### config.mk
export PLATFORM = sky130hd
export DESIGN_NAME = adc_sample_capture
export DESIGN_NICKNAME = d
export VERILOG_FILES = /design/src/rtl/adc_sample_capture.sv
export SDC_FILE = /design/constraint.sdc
export NUM_CORES = 1
export LEC_CHECK = 0
export ABC_AREA = 1
export BUFFER_PORTS_ARGS = -buffer_cell sky130_fd_sc_hd__buf_2
export CAP_MARGIN = 20
export CORE_MARGIN = 2
export CORE_UTILIZATION = 56
export CTS_CLUSTER_DIAMETER = 200
export CTS_CLUSTER_SIZE = 20
export DETAILED_ROUTE_END_ITERATION = 6
export HOLD_SLACK_MARGIN = 0.15
export PLACE_DENSITY_LB_ADDON = 0.05
export SETUP_SLACK_MARGIN = 0.1
export SYNTH_ARGS = -nofsm -noshare
export SYNTH_HDL_FRONTEND = slang
export SYNTH_HIERARCHICAL = 1
export SYNTH_SLANG_ARGS = --single-unit
### constraint.sdc
create_clock -name i_clk -period 4.1 [get_ports i_clk]
set_clock_uncertainty 0.05 [all_clocks]
set_input_delay 0.615 -clock i_clk [delete_from_list [all_inputs] [get_ports i_clk]]
set_output_delay 0.615 -clock i_clk [all_outputs]
set_load 0.02 [all_outputs]
### src/rtl/adc_sample_capture.sv
// Purpose : capture FIFO for tagged ADC samples, drained over a valid/ready stream.
// Latency : push at edge M -> head visible (o_vld) from cycle M+1; pop removes head at the accepting edge.
// Backpr. : caller must only push when not full or when popping in the same cycle.
module adc_capture_fifo #(
    parameter int W     = 8,
    parameter int DEPTH = 16
) (
    input  logic         i_clk,
    input  logic         i_rst_n,
    input  logic         i_push,
    input  logic [W-1:0] i_push_dat,
    output logic         o_full,
    input  logic         i_pop,
    output logic         o_vld,
    output logic [W-1:0] o_dat
);
    localparam int AW = $clog2(DEPTH);
    localparam logic [AW:0] FULL_CNT = (AW+1)'(DEPTH);

    logic [W-1:0]  r_mem [DEPTH];
    logic [AW-1:0] r_wr_ptr;
    logic [AW-1:0] r_rd_ptr;
    logic [AW:0]   r_count;
    logic          w_do_pop;
    logic          w_do_push;

    assign o_full    = (r_count == FULL_CNT);
    assign o_vld     = (r_count != '0);
    assign w_do_pop  = i_pop && o_vld;
    // A full FIFO still accepts a push when the head leaves in the same cycle.
    assign w_do_push = i_push && (!o_full || w_do_pop);
    // Gate the head so an empty FIFO presents zeros rather than stale data.
    assign o_dat     = o_vld ? r_mem[r_rd_ptr] : '0;

    always_ff @(posedge i_clk or negedge i_rst_n) begin
        if (!i_rst_n) begin
            r_wr_ptr <= '0;
            r_rd_ptr <= '0;
            r_count  <= '0;
        end else begin
            if (w_do_push) r_wr_ptr <= r_wr_ptr + 1'b1;
            if (w_do_pop)  r_rd_ptr <= r_rd_ptr + 1'b1;
            case ({w_do_push, w_do_pop})
                2'b10:   r_count <= r_count + 1'b1;
                2'b01:   r_count <= r_count - 1'b1;
                default: r_count <= r_count;
            endcase
        end
    end

    always_ff @(posedge i_clk) begin
        if (w_do_push) r_mem[r_wr_ptr] <= i_push_dat;
    end
endmodule

// Purpose : runs the ADC conversion handshake per pixel trigger, tags samples with address/SOF, buffers them.
// Latency : trigger edge N -> adc_conv N+1..N+CONV_CYCLES; data edge M -> word on stream from M+1.
// Backpr. : m_ready low holds the head stable; a sample arriving to a full FIFO is dropped (err_overflow).
// Ports   : i_frame_start/i_adc_start_trigger/i_row_addr/i_col_addr from timing generator;
//           o_adc_conv/i_adc_data_valid/i_adc_data to the ADC; o_m_* stream to packer;
//           o_busy/o_sample_count/o_err_* status.
module adc_sample_capture #(
    parameter int DATA_W         = 14,
    parameter int FIFO_DEPTH     = 16,
    parameter int CONV_CYCLES    = 4,
    parameter int TIMEOUT_CYCLES = 64
) (
    input  logic              i_clk,
    input  logic              i_rst_n,
    input  logic              i_frame_start,
    input  logic              i_adc_start_trigger,
    input  logic [11:0]       i_row_addr,
    input  logic [11:0]       i_col_addr,
    output logic              o_adc_conv,
    input  logic              i_adc_data_valid,
    input  logic [DATA_W-1:0] i_adc_data,
    output logic              o_m_valid,
    input  logic              i_m_ready,
    output logic [DATA_W-1:0] o_m_data,
    output logic [11:0]       o_m_row,
    output logic [11:0]       o_m_col,
    output logic              o_m_sof,
    output logic              o_busy,
    output logic [23:0]       o_sample_count,
    output logic              o_err_overflow,
    output logic              o_err_timeout,
    output logic              o_err_trig_overrun
);
    localparam int WORD_W = 1 + 12 + 12 + DATA_W;
    localparam int CW = (CONV_CYCLES > 1) ? $clog2(CONV_CYCLES) : 1;
    localparam int TW = (TIMEOUT_CYCLES > 1) ? $clog2(TIMEOUT_CYCLES) : 1;
    localparam logic [CW-1:0] CONV_LAST = CW'(CONV_CYCLES - 1);
    localparam logic [TW-1:0] TO_LAST   = TW'(TIMEOUT_CYCLES - 1);

    typedef enum logic [1:0] {S_IDLE, S_CONVERT, S_WAIT_DATA} state_t;

    state_t              r_state;
    state_t              w_state_nxt;
    logic [CW-1:0]       r_conv_cnt;
    logic [TW-1:0]       r_to_cnt;
    logic [11:0]         r_row;
    logic [11:0]         r_col;
    logic                r_sof_pending;
    logic [23:0]         r_sample_count;
    logic                r_err_overflow;
    logic                r_err_timeout;
    logic                r_err_trig_overrun;

    logic                w_conv_done;
    logic                w_to_hit;
    logic                w_accept_trig;
    logic                w_trig_overrun;
    logic                w_wr_req;
    logic                w_wr_ok;
    logic                w_timeout;
    logic                w_fifo_full;
    logic                w_pop;
    logic [WORD_W-1:0]   w_push_dat;
    logic [WORD_W-1:0]   w_pop_dat;

    assign w_conv_done = (r_conv_cnt == CONV_LAST);
    assign w_to_hit    = (r_to_cnt == TO_LAST);

    // State register
    always_ff @(posedge i_clk or negedge i_rst_n) begin
        if (!i_rst_n) r_state <= S_IDLE;
        else          r_state <= w_state_nxt;
    end

    // Next state; frame_start aborts any conversion in flight
    always_comb begin
        w_state_nxt = r_state;
        case (r_state)
            S_IDLE:      if (i_adc_start_trigger) w_state_nxt = S_CONVERT;
            S_CONVERT:   if (i_frame_start) w_state_nxt = S_IDLE;
                         else if (w_conv_done) w_state_nxt = S_WAIT_DATA;
            S_WAIT_DATA: if (i_frame_start || i_adc_data_valid || w_to_hit) w_state_nxt = S_IDLE;
            default:     w_state_nxt = S_IDLE;
        endcase
    end

    // State-derived outputs and events
    always_comb begin
        o_adc_conv     = (r_state == S_CONVERT);
        o_busy         = (r_state != S_IDLE);
        w_accept_trig  = (r_state == S_IDLE) && i_adc_start_trigger;
        w_trig_overrun = (r_state != S_IDLE) && i_adc_start_trigger;
        w_wr_req       = (r_state == S_WAIT_DATA) && i_adc_data_valid && !i_frame_start;
        w_timeout      = (r_state == S_WAIT_DATA) && w_to_hit && !i_adc_data_valid && !i_frame_start;
    end

    assign w_pop   = o_m_valid && i_m_ready;
    assign w_wr_ok = w_wr_req && (!w_fifo_full || w_pop);

    // Cycle counters restart on every entry into their state
    always_ff @(posedge i_clk or negedge i_rst_n) begin
        if (!i_rst_n) begin
            r_conv_cnt <= '0;
            r_to_cnt   <= '0;
        end else begin
            r_conv_cnt <= (r_state == S_CONVERT && !w_conv_done) ? r_conv_cnt + 1'b1 : '0;
            r_to_cnt   <= (r_state == S_WAIT_DATA && !w_to_hit) ? r_to_cnt + 1'b1 : '0;
        end
    end

    // Address latch, SOF tagging, sample counter and sticky errors
    always_ff @(posedge i_clk or negedge i_rst_n) begin
        if (!i_rst_n) begin
            r_row              <= '0;
            r_col              <= '0;
            r_sof_pending      <= 1'b1;
            r_sample_count     <= '0;
            r_err_overflow     <= 1'b0;
            r_err_timeout      <= 1'b0;
            r_err_trig_overrun <= 1'b0;
        end else begin
            if (w_accept_trig) begin
                r_row <= i_row_addr;
                r_col <= i_col_addr;
            end
            if (i_frame_start) begin
                r_sof_pending      <= 1'b1;
                r_sample_count     <= '0;
                r_err_overflow     <= 1'b0;
                r_err_timeout      <= 1'b0;
                r_err_trig_overrun <= 1'b0;
            end else begin
                if (w_wr_ok) begin
                    r_sof_pending  <= 1'b0;
                    r_sample_count <= r_sample_count + 24'd1;
                end
                if (w_wr_req && !w_wr_ok) r_err_overflow     <= 1'b1;
                if (w_timeout)            r_err_timeout      <= 1'b1;
                if (w_trig_overrun)       r_err_trig_overrun <= 1'b1;
            end
        end
    end

    assign w_push_dat = {r_sof_pending, r_row, r_col, i_adc_data};

    adc_capture_fifo #(
        .W     (WORD_W),
        .DEPTH (FIFO_DEPTH)
    ) u_fifo (
        .i_clk      (i_clk),
        .i_rst_n    (i_rst_n),
        .i_push     (w_wr_ok),
        .i_push_dat (w_push_dat),
        .o_full     (w_fifo_full),
        .i_pop      (w_pop),
        .o_vld      (o_m_valid),
        .o_dat      (w_pop_dat)
    );

    assign {o_m_sof, o_m_row, o_m_col, o_m_data} = w_pop_dat;

    assign o_sample_count     = r_sample_count;
    assign o_err_overflow     = r_err_overflow;
    assign o_err_timeout      = r_err_timeout;
    assign o_err_trig_overrun = r_err_trig_overrun;
endmodule

==> results.yml, run 1 <==
run_status:
  status: "complete, no violations"
finish:
  syn_to_final_growth_pct: 8.705
  final_cell_mix: "863 x nand2_1, 624 x edfxtp_1, 494 x nand3_1"
  final_nets: 2604
  layout_commonest_cell: "nand2_1"
  layout-drive-gt1-share_pct: 11.40
  fillers: 4138
  final_area_mm2: 0.03139
synthesis:
  synth_top_family_by_area: "simple AND/OR/NAND/NOR gates"
  synth_xor_area_share_pct: 0.3337
  yosysWarnings: 6
  synthAdderAreaFrac_pct: 0.5460
  synth_edf_count: 624
  synth-simple-area-share_pct: 21.51
  synth_compound_area_share_pct: 1.603
  synth.ff_latch_count: 699
  synthCells: 2468
  avgSynthCellArea_um2: 11.70
  syn-num-nets: 2524
  mappedNetlistArea_mm2: 0.02888
  async_flop_share_pct: 10.73
  synth_mux_area_share_pct: 0.9360
  seq_area_frac_synth_pct: 71.40
  yosys_most_used_dff: "edfxtp_1"
  yosysUniqueCellTypes: 44
worst_setup_path:
  crit_fanout: 68
  critPathLaunchType: "flip-flop"
  crit_chain: "buf_4 -> nand2_1 -> nand3_1 -> nand3_1 -> nand2_1 -> nand2_1 -> a21oi_1 -> buf_2"
  crit_path_frequent_cell: "nand2_1"
  required_ps: 3430
  crit_slowest_cell: "dfrtp_4"
  reg2reg_depth: 11
  cpPeakStageDelay_ps: 840
  arrival_ps: 3060
  endpoint_kind: "primary output"
  critPathKind: "flip-flop to primary output"
global_routing:
  met2_usage_pct: 43.81
  grtUsageMet3_pct: 3.691
  grt_pass1_vias: 18410
  top_usage_layer: "met2"
  grt_remaining_overflow: 0
  grt_max_degree: 159
  antenna_found_initial: 2
  grt_usage_pct: 26.75
  use_met1_pct: 37.19
  grt_pass1_wl_mm: 108.1
place:
  dp_hpwl_mm: 38.58
  numPortBuffers: 112
  placed_cell_area_mm2: 0.03022
  place_congestion: 0.8277
min_path:
  holdPathStages: 2
  hold_path_class: "primary input to flip-flop"
sta:
  finalSetupTns_ps: 0
  slew_headroom_pct: 40.13
  drv_slew: 0
  period_minus_slack_ps: 3721
  finalHoldViolations: 0
  rsz0062_at_grt: "false"
  clock.fmax_ghz: 0.2688
  tightest_slew_ps: 898.0
  setup_viol: 0
  fin_crit_sh_pct: 90.75
  holdWs_ps: 200.7
route:
  drc_errors: 0
  num_vias: 18812
  routed_wl_mm: 70.33
  drt.antenna.violating_nets: 0
  dr.pass1.iters: 5
  wire_per_inst_um: 21.57
  viasPerCell: 5.769
  drtIter0Drc: 1517
clocking:
  cts_buffers: 40
  h-tree-depth: 2
  path_clk_slew_ps: 80
  cts_setup_buffers: 0
  cts_tree: "done"
  ctsLongestPathBuffers: 3
  clkLatencyLatePin_ps: 590
  root_buffer: "clkbuf_16"
  cts_resized: 0
  cts_sinks: 699
pwr:
  p_leak_uw: 0.01165
  p_per_area_mw_per_mm2: 638.8
  peakVddDrop_mv: 0.5848
  power_uw: 20050
job:
  cap_violations: 0
die:
  initial_core_util_pct: 56.51
  fp-row-count: 83
  die_x_um: 231.1
  io_pins: 113
  core_mm2: 0.05109
  dieArea_mm2: 0.05340
  die_y_um: 231.1
-- power by group --
| part | total, uW | switching (uW) | internal, uW |
|---|---|---|---|
| sequential | 8980 | 660 | 8320 |
| combinational | 6960 | 4820 | 2140 |
| clock | 4110 | 2200 | 1910 |
| total | 20100 | 7680 | 12400 |
-- critical path: cells and delay by family (launching register included) --
family | cells | cell delay, ps
buf+inv | 2 | 860
simple gates | 5 | 570
compound gates | 1 | 150
flops | 1 | 840
-- path summary, 6_finish.rpt --
kind / start / slack [ps] / end
setup / recovery: u_fifo/r_rd_ptr[0]$_DFFE_PN0N_ / 380 / o_m_data[4]
setup reg to reg: u_fifo/r_count[0]$_DFFE_PN0P_ / 820 / u_fifo/r_mem[2][14]$_DFFE_PP_
hold / removal: i_row_addr[6] / 200 / r_row[6]$_DFFE_PN0P_
hold reg to reg: r_conv_cnt[0]$_DFF_PN0_ / 410 / r_conv_cnt[0]$_DFF_PN0_
max in group asynchronous: i_rst_n / 2490 / r_col[11]$_DFFE_PN0P_
min in group asynchronous: i_rst_n / 550 / o_sample_count[23]$_DFFE_PN0P_
-- metrics by stage --
stage | instances | utilization, % | setup WS, ps
2_1_floorplan | 2468 | - | 233.7
3_3_place_gp | 3185 | 59.14 | 883.0
3_5_place_dp | 3185 | 59.14 | 831.4
4_1_cts | 3260 | 61.43 | 357.4
5_1_grt | 3261 | 61.43 | 157.4
6_report | 3261 | 61.43 | 379.2
-- cells in the mapped netlist, types with 2 or more instances --
| library cell | instances | area (um2) |
|---|---|---|
| mux2_2 | 24 | 270.3 |
| xor2_1 | 6 | 52.55 |
| nand3_4 | 2 | 35.03 |
| o21ai_0 | 10 | 50.05 |
| dfrtp_1 | 74 | 1852 |
| nand3_1 | 494 | 2472 |
| clkbuf_1 | 19 | 71.32 |
| nor3_1 | 2 | 10.01 |
| ha_1 | 11 | 137.6 |
| buf_2 | 74 | 370.4 |
| inv_1 | 47 | 176.4 |
| edfxtp_1 | 624 | 18740 |
| nor2_2 | 3 | 18.77 |
| a21oi_1 | 43 | 215.2 |
| a21oi_2 | 9 | 78.83 |
| buf_6 | 23 | 259.0 |
| xnor2_1 | 5 | 43.79 |
| buf_4 | 13 | 97.59 |
| o21ai_1 | 4 | 20.02 |
| a31oi_1 | 4 | 25.02 |
| nand4_1 | 11 | 68.82 |
| buf_1 | 7 | 26.28 |
| nand2_1 | 863 | 3239 |
| inv_2 | 4 | 15.01 |
| nor2_1 | 68 | 255.2 |
| nor2_4 | 4 | 45.04 |
| o31ai_1 | 3 | 22.52 |
-- metal layers --
layer,vias to the layer above,share of wire (%)
li1,8726,-
met2,691,48
met5,-,0.018
met1,9259,42
met3,134,6.9
met4,2,3.1
-- layout make-up --
cell class	instances	area, um2	area share [%]
clock inverters	2	17.52	0.05581
inverters	52	206.4	0.6577
clock buffers	72	1142	3.639
well taps	680	850.8	2.711
flip-flops and latches	699	20630	65.72
diodes	1	2.502	0.007972
repair buffers	176	1221	3.890
multi-input cells	1579	7320	23.32
-- what timing repair did --
| item | in CTS | in global routing |
|---|---|---|
| hold buffers | 1 | 0 |
| hold endpoints to repair | 41 | 0 |
| setup endpoints to repair | 0 | 0 |
-- cell families (layout without fill, tap and decap cells) --
| family | after synthesis | count (layout) |
|---|---|---|
| AO/OA/AOI/OAI | 78 | 78 |
| XOR/XNOR | 11 | 11 |
| adder cells (fa/ha/maj) | 12 | 12 |
| buffers and inverters | 190 | 302 |
| flip-flops | 699 | 699 |
| multiplexers | 24 | 24 |
| other | 0 | 1 |
| AND/OR/NAND/NOR | 1454 | 1454 |
-- flip-flops by register name, summed over array words and instances, names as in the netlist, 2 cells and up --
signal and flops:
o_sample_count 24, r_col 12, r_conv_cnt 2, r_row 12
r_state 2, r_to_cnt 6, u_fifo/r_count 5, u_fifo/r_mem 624
u_fifo/r_rd_ptr 4, u_fifo/r_wr_ptr 4
No activity file was read; power rests on OpenSTA's default activity.
==> inputs of run 2 (changes only) <==
--- a/config.mk
+++ b/config.mk
@@ -14,6 +14,7 @@
 export CTS_CLUSTER_SIZE = 20
 export DETAILED_ROUTE_END_ITERATION = 6
 export HOLD_SLACK_MARGIN = 0.15
+export MAX_ROUTING_LAYER = met4
 export PLACE_DENSITY_LB_ADDON = 0.05
 export SETUP_SLACK_MARGIN = 0.1
 export SYNTH_ARGS = -nofsm -noshare
==> run 2 against run 1 <==
Effect of this change:
- clock power about the same
- first-iteration DRC count rose by 9.2%
- die area unchanged
- critical path depth grew 1
- worst hold slack better by 2.4 ps
- count of clock-buffer cells in the layout unchanged
- power about the same
- combinational power barely moved
- core utilization about the same
- fmax about the same
- register-to-register slack gained 20 ps
- largest cell class unchanged
==> results.yml, run 2 (synthesized netlist as in run 1, its figures left out) <==
worst_setup_path:
  r2r_setup_slack_ps: 840
  required_ps: 3430
  crit_cells: 9
  crit_path_frequent_cell: "nand2_1"
  arrival_ps: 3050
  cpPeakStageDelay_ps: 740
  reg2reg_depth: 11
  crit_fanout: 47
  crit_buf_inv: 3
  critPathKind: "flip-flop to primary output"
  path_delay_family: "buffers and inverters"
  crit_slowest_cell: "dfrtp_4"
  critPathLaunchType: "flip-flop"
  crit_chain: "inv_8 -> buf_4 -> nand2_1 -> nand3_1 -> nand3_1 -> nand2_1 -> nand2_1 -> a21oi_1 -> buf_2"
  endpoint_kind: "primary output"
job:
  cap_violations: 0
clocking:
  ctsLongestPathBuffers: 3
  h-tree-depth: 2
  path_clk_slew_ps: 80
  cts_buffers: 40
  cts_setup_buffers: 0
  root_buffer: "clkbuf_16"
  ctsHoldBuffers: 1
  cts_resized: 0
  cts_sinks: 699
  cts_tree: "done"
  clkLatencyLatePin_ps: 580
pwr:
  p_leak_uw: 0.01165
  peakVddDrop_mv: 0.5865
  p_per_area_mw_per_mm2: 639.1
finish:
  layout_commonest_cell: "nand2_1"
  syn_to_final_growth_pct: 8.714
  final_nets: 2604
  layout-drive-gt1-share_pct: 11.40
  largest_register_ff_count: 624
  instances_no_fill: 3262
  fillers: 4139
  final_cell_mix: "863 x nand2_1, 624 x edfxtp_1, 494 x nand3_1"
  largest_register: "u_fifo/r_mem"
global_routing:
  grt_pass1_vias: 18382
  antenna_found_initial: 2
  grt_pass1_wl_mm: 108.2
  grt_max_degree: 159
  grt_remaining_overflow: 0
  grt_usage_pct: 27.62
sta:
  tightest_slew_ps: 908.0
  worst_slack_ps: 382.4
  finalHoldViolations: 0
  finalSetupTns_ps: 0
  holdWs_ps: 203.2
  drv_slew: 0
  period_minus_slack_ps: 3718
  fin_crit_sh_pct: 90.67
  clock.fmax_ghz: 0.2690
  rsz0062_at_grt: "false"
  setup_viol: 0
  slew_headroom_pct: 39.47
min_path:
  hold_path_class: "primary input to flip-flop"
  holdPathStages: 2
route:
  drtIter0Drc: 1656
  num_vias: 18769
  drc_errors: 0
  drt.antenna.violating_nets: 0
  wire_per_inst_um: 21.55
  routed_wl_mm: 70.29
  dr.pass1.iters: 5
  viasPerCell: 5.754
place:
  placed_cells: 3185
  dp_hpwl_mm: 38.58
  numPortBuffers: 112
  pre_cts_ws_ps: 831.4
  place_congestion: 0.8403
die:
  dieArea_mm2: 0.05340
  die_y_um: 231.1
  fp-row-count: 83
  initial_core_util_pct: 56.51
  io_pins: 113
  die_x_um: 231.1
  core_mm2: 0.05109
run_status:
  status: "complete, no violations"
[run 2: cell count changes in the layout (fill, tap and decap cells not counted)]
cell / previous run / this run
diode_2: 1 / 2
[run 2: worst register-to-register path: cells and delay by family (launching register included)]
family | cells | cell delay, ps
AND/OR/NAND/NOR | 8 | 1480
flip-flops | 1 | 440
buffers and inverters | 2 | 600
AO/OA/AOI/OAI | 1 | 320
[run 2: final timing paths]
check / start / end
max: u_fifo/r_rd_ptr[0]$_DFFE_PN0N_ / o_m_col[11]
min reg2reg: r_conv_cnt[0]$_DFF_PN0_ / r_conv_cnt[0]$_DFF_PN0_
min in group asynchronous: i_rst_n / o_sample_count[23]$_DFFE_PN0P_
max reg2reg: u_fifo/r_count[0]$_DFFE_PN0P_ / u_fifo/r_mem[3][12]$_DFFE_PP_
max in group asynchronous: i_rst_n / r_col[11]$_DFFE_PN0P_
min: i_row_addr[6] / r_row[6]$_DFFE_PN0P_
[run 2: metrics by stage]
stage / total power, uW / utilization [%] / area [um2]
finish: 20060 / 61.44 / 31390
global route: 21210 / 61.44 / 31390
global placement: 16000 / 59.14 / 30220
detailed placement: 16090 / 59.14 / 30220
floorplan: 14000 / - / 28880
CTS: 20170 / 61.43 / 31390
[run 2: power by group]
part	leakage (uW)	internal [uW]	switching, uW	total, uW
Sequential	0.00655	8320	663	8980
Combinational	0.00456	2140	4820	6960
Clock	0.000551	1910	2210	4120
Total	0.0117	12400	7690	20100
[run 2: final cells by class]
| cell class | count | area (um2) | area share [%] |
|---|---|---|---|
| Clock inverter | 2 | 17.52 | 0.05580 |
| Tap cell | 680 | 850.8 | 2.710 |
| Multi-Input combinational cell | 1579 | 7320 | 23.32 |
| Sequential cell | 699 | 20630 | 65.71 |
| Timing Repair Buffer | 176 | 1221 | 3.890 |
| Antenna cell | 2 | 5.005 | 0.01594 |
| Inverter | 52 | 206.4 | 0.6577 |
| Clock buffer | 72 | 1142 | 3.639 |
[run 2: per-layer routing]
layer / wire length [um] / vias to the layer above / track usage (%)
li1: - / 8728 / -
met1: 29720 / 9233 / 37.43
met2: 33720 / 676 / 43.82
met3: 4747 / 132 / 3.531
met4: 2109 / 0 / 9.274
met5: 0 / - / -
==> inputs of run 3 (changes only) <==
--- a/config.mk
+++ b/config.mk
@@ -7,9 +7,10 @@
 export LEC_CHECK = 0
 export ABC_AREA = 1
 export BUFFER_PORTS_ARGS = -buffer_cell sky130_fd_sc_hd__buf_2
-export CAP_MARGIN = 20
+export CELL_PAD_IN_SITES_DETAIL_PLACEMENT = 2
+export CELL_PAD_IN_SITES_GLOBAL_PLACEMENT = 2
 export CORE_MARGIN = 2
-export CORE_UTILIZATION = 56
+export CORE_UTILIZATION = 46
 export CTS_CLUSTER_DIAMETER = 200
 export CTS_CLUSTER_SIZE = 20
 export DETAILED_ROUTE_END_ITERATION = 6
==> constraint.sdc (replaced) <==
create_clock -name i_clk -period 4.75 [get_ports i_clk]
set_clock_uncertainty 0.05 [all_clocks]
set_input_delay 0.7125 -clock i_clk [delete_from_list [all_inputs] [get_ports i_clk]]
set_output_delay 0.7125 -clock i_clk [all_outputs]
set_load 0.02 [all_outputs]
==> run 3 against run 2 <==
Effect of this change:
- power is 10% lower
- die area is 21% higher
- worst hold slack better by 83 ps
- register-to-register slack better by 390 ps
- design area is 0.26% higher
- sequential share of layout area is 0.17 points lower
- critical path type unchanged
- critical endpoint is now o_m_data[12]
==> results.yml, run 3 (synthesized netlist as in run 1, its figures left out) <==
finish:
  final_cell_mix: "863 x nand2_1, 624 x edfxtp_1, 494 x nand3_1"
  instances_no_fill: 3397
  final_nets: 2582
  syn_to_final_growth_pct: 9.000
  final_util_pct: 50.81
  largest_register: "u_fifo/r_mem"
  layout_commonest_cell: "nand2_1"
  largest_register_ff_count: 624
  layout-drive-gt1-share_pct: 10.63
  fillers: 6158
worst_setup_path:
  crit_slowest_cell: "dfrtp_4"
  regToRegEndpoint: "u_fifo/r_mem[8][10]$_DFFE_PP_"
  reg2reg_from: "u_fifo/r_count[0]$_DFFE_PN0P_"
  crit_fanout: 96
  endpoint_kind: "primary output"
  crit_buf_inv: 3
  critPathKind: "flip-flop to primary output"
  r2r_setup_slack_ps: 1230
  crit_chain: "inv_8 -> buf_4 -> nand2_1 -> nand3_1 -> nand3_1 -> nand2_1 -> nand2_1 -> a21oi_1 -> buf_2"
  path_delay_family: "buffers and inverters"
  critPathLaunchType: "flip-flop"
  cpPeakStageDelay_ps: 710
  crit_cells: 9
  cp-startpoint: "u_fifo/r_rd_ptr[0]$_DFFE_PN0N_"
  crit_path_frequent_cell: "nand2_1"
  required_ps: 3990
  critPathCapture: "o_m_data[12]"
  reg2reg_depth: 11
  arrival_ps: 3600
die:
  io_pins: 113
  dieArea_mm2: 0.06479
  core_mm2: 0.06194
  die_y_um: 254.5
  initial_core_util_pct: 46.62
  fp-row-count: 91
  die_x_um: 254.5
sta:
  slew_headroom_pct: 25.00
  period_minus_slack_ps: 4364
  rsz0062_at_grt: "false"
  tightest_slew_ps: 1125
  finalSetupTns_ps: 0
  fin_crit_sh_pct: 91.88
  setup_viol: 0
  clock.fmax_ghz: 0.2291
  finalHoldViolations: 0
  drv_slew: 0
route:
  num_vias: 19641
  routed_wl_mm: 90.62
  drt.antenna.violating_nets: 0
  wire_per_inst_um: 26.68
  dr.pass1.iters: 7
  drc_errors: 0
  drtIter0Drc: 1241
  viasPerCell: 5.782
global_routing:
  grt_pass1_wl_mm: 136.8
  grt_pass1_vias: 21737
  antenna_found_initial: 3
  grt_usage_pct: 29.42
  grt_remaining_overflow: 0
  grt_max_degree: 159
clocking:
  path_clk_slew_ps: 90
  cts_sinks: 699
  cts_buffers: 40
  ctsHoldBuffers: 1
  clkLatencyLatePin_ps: 600
  ctsLongestPathBuffers: 3
  cts_tree: "done"
  cts_setup_buffers: 0
  root_buffer: "clkbuf_16"
  cts_resized: 0
  h-tree-depth: 2
pwr:
  p_leak_uw: 0.01155
  peakVddDrop_mv: 0.4648
  p_per_area_mw_per_mm2: 570.8
place:
  placed_cells: 3320
  numPortBuffers: 112
  place_congestion: 0.8037
  dp_hpwl_mm: 51.42
min_path:
  hold_path_class: "primary input to flip-flop"
  holdPathStages: 2
run_status:
  status: "complete, no violations"
job:
  cap_violations: 0
run 3: cell count changes in the layout (fill, tap and decap cells not counted), sizes merged:
cell and change:
inv -2, clkbuf +1, buf -22, clkinv +1
run 3: worst register-to-register path, cell delays in order (launching register included):
cell and delay (ps):
dfrtp_1 450, nor2_1 100, nand3_2 160, nand2_1 130, nand2_1 150, nand3_4 180
nor2_4 260, inv_1 140, a21oi_4 280, nand2_1 320, nor2_4 640, buf_12 330
run 3: area by class of cell:
class	instances	area (um2)	share of cell area, %
multi-input cells	1579	7320	23.26
clock buffers	73	1167	3.709
diodes	2	5.005	0.01590
flip-flops and latches	699	20630	65.54
repair buffers	154	1081	3.435
clock inverters	1	16.27	0.05168
inverters	52	209.0	0.6639
well taps	837	1047	3.327
run 3: metal layers:
| metal | track usage, % | share of wire, % | vias up |
|---|---|---|---|
| met2 | 50.49 | 52 | 412 |
| li1 | - | - | 8680 |
| met5 | - | 0 | - |
| met3 | 3.766 | 3.9 | 137 |
| met1 | 37.15 | 42 | 10412 |
| met4 | 7.536 | 2.4 | 0 |
run 3: per-stage QoR:
| step | area, um2 | power, uW | hold WS (ps) | setup WS (ps) |
|---|---|---|---|---|
| 3_3_place_gp | 30280 | 13960 | 369.6 | 1246 |
| 2_1_floorplan | 28880 | 12080 | 358.4 | 883.7 |
| 5_1_grt | 31470 | 18950 | 264.6 | 255.1 |
| 6_report | 31470 | 17960 | 286.1 | 385.9 |
| 4_1_cts | 31470 | 18140 | 245.0 | 408.7 |
| 3_5_place_dp | 30280 | 14400 | 386.7 | 1104 |
run 3: worst min path at each step:
stage                       startpoint                      end  slack [ps]
4_1_cts                  i_col_addr[8]     r_col[8]$_DFFE_PN0P_         240
6_report                 i_col_addr[8]     r_col[8]$_DFFE_PN0P_         290
5_1_grt                  i_row_addr[0]     r_row[0]$_DFFE_PN0P_         260
2_1_floorplan  r_conv_cnt[0]$_DFF_PN0_  r_conv_cnt[0]$_DFF_PN0_         360
3_5_place_dp   r_conv_cnt[0]$_DFF_PN0_  r_conv_cnt[0]$_DFF_PN0_         390
3_3_place_gp   r_conv_cnt[0]$_DFF_PN0_  r_conv_cnt[0]$_DFF_PN0_         370
run 3: power by group:
group          switching [uW]  internal (uW)
Combinational            4720           1810
Sequential                561           7180
Clock                    2010           1680
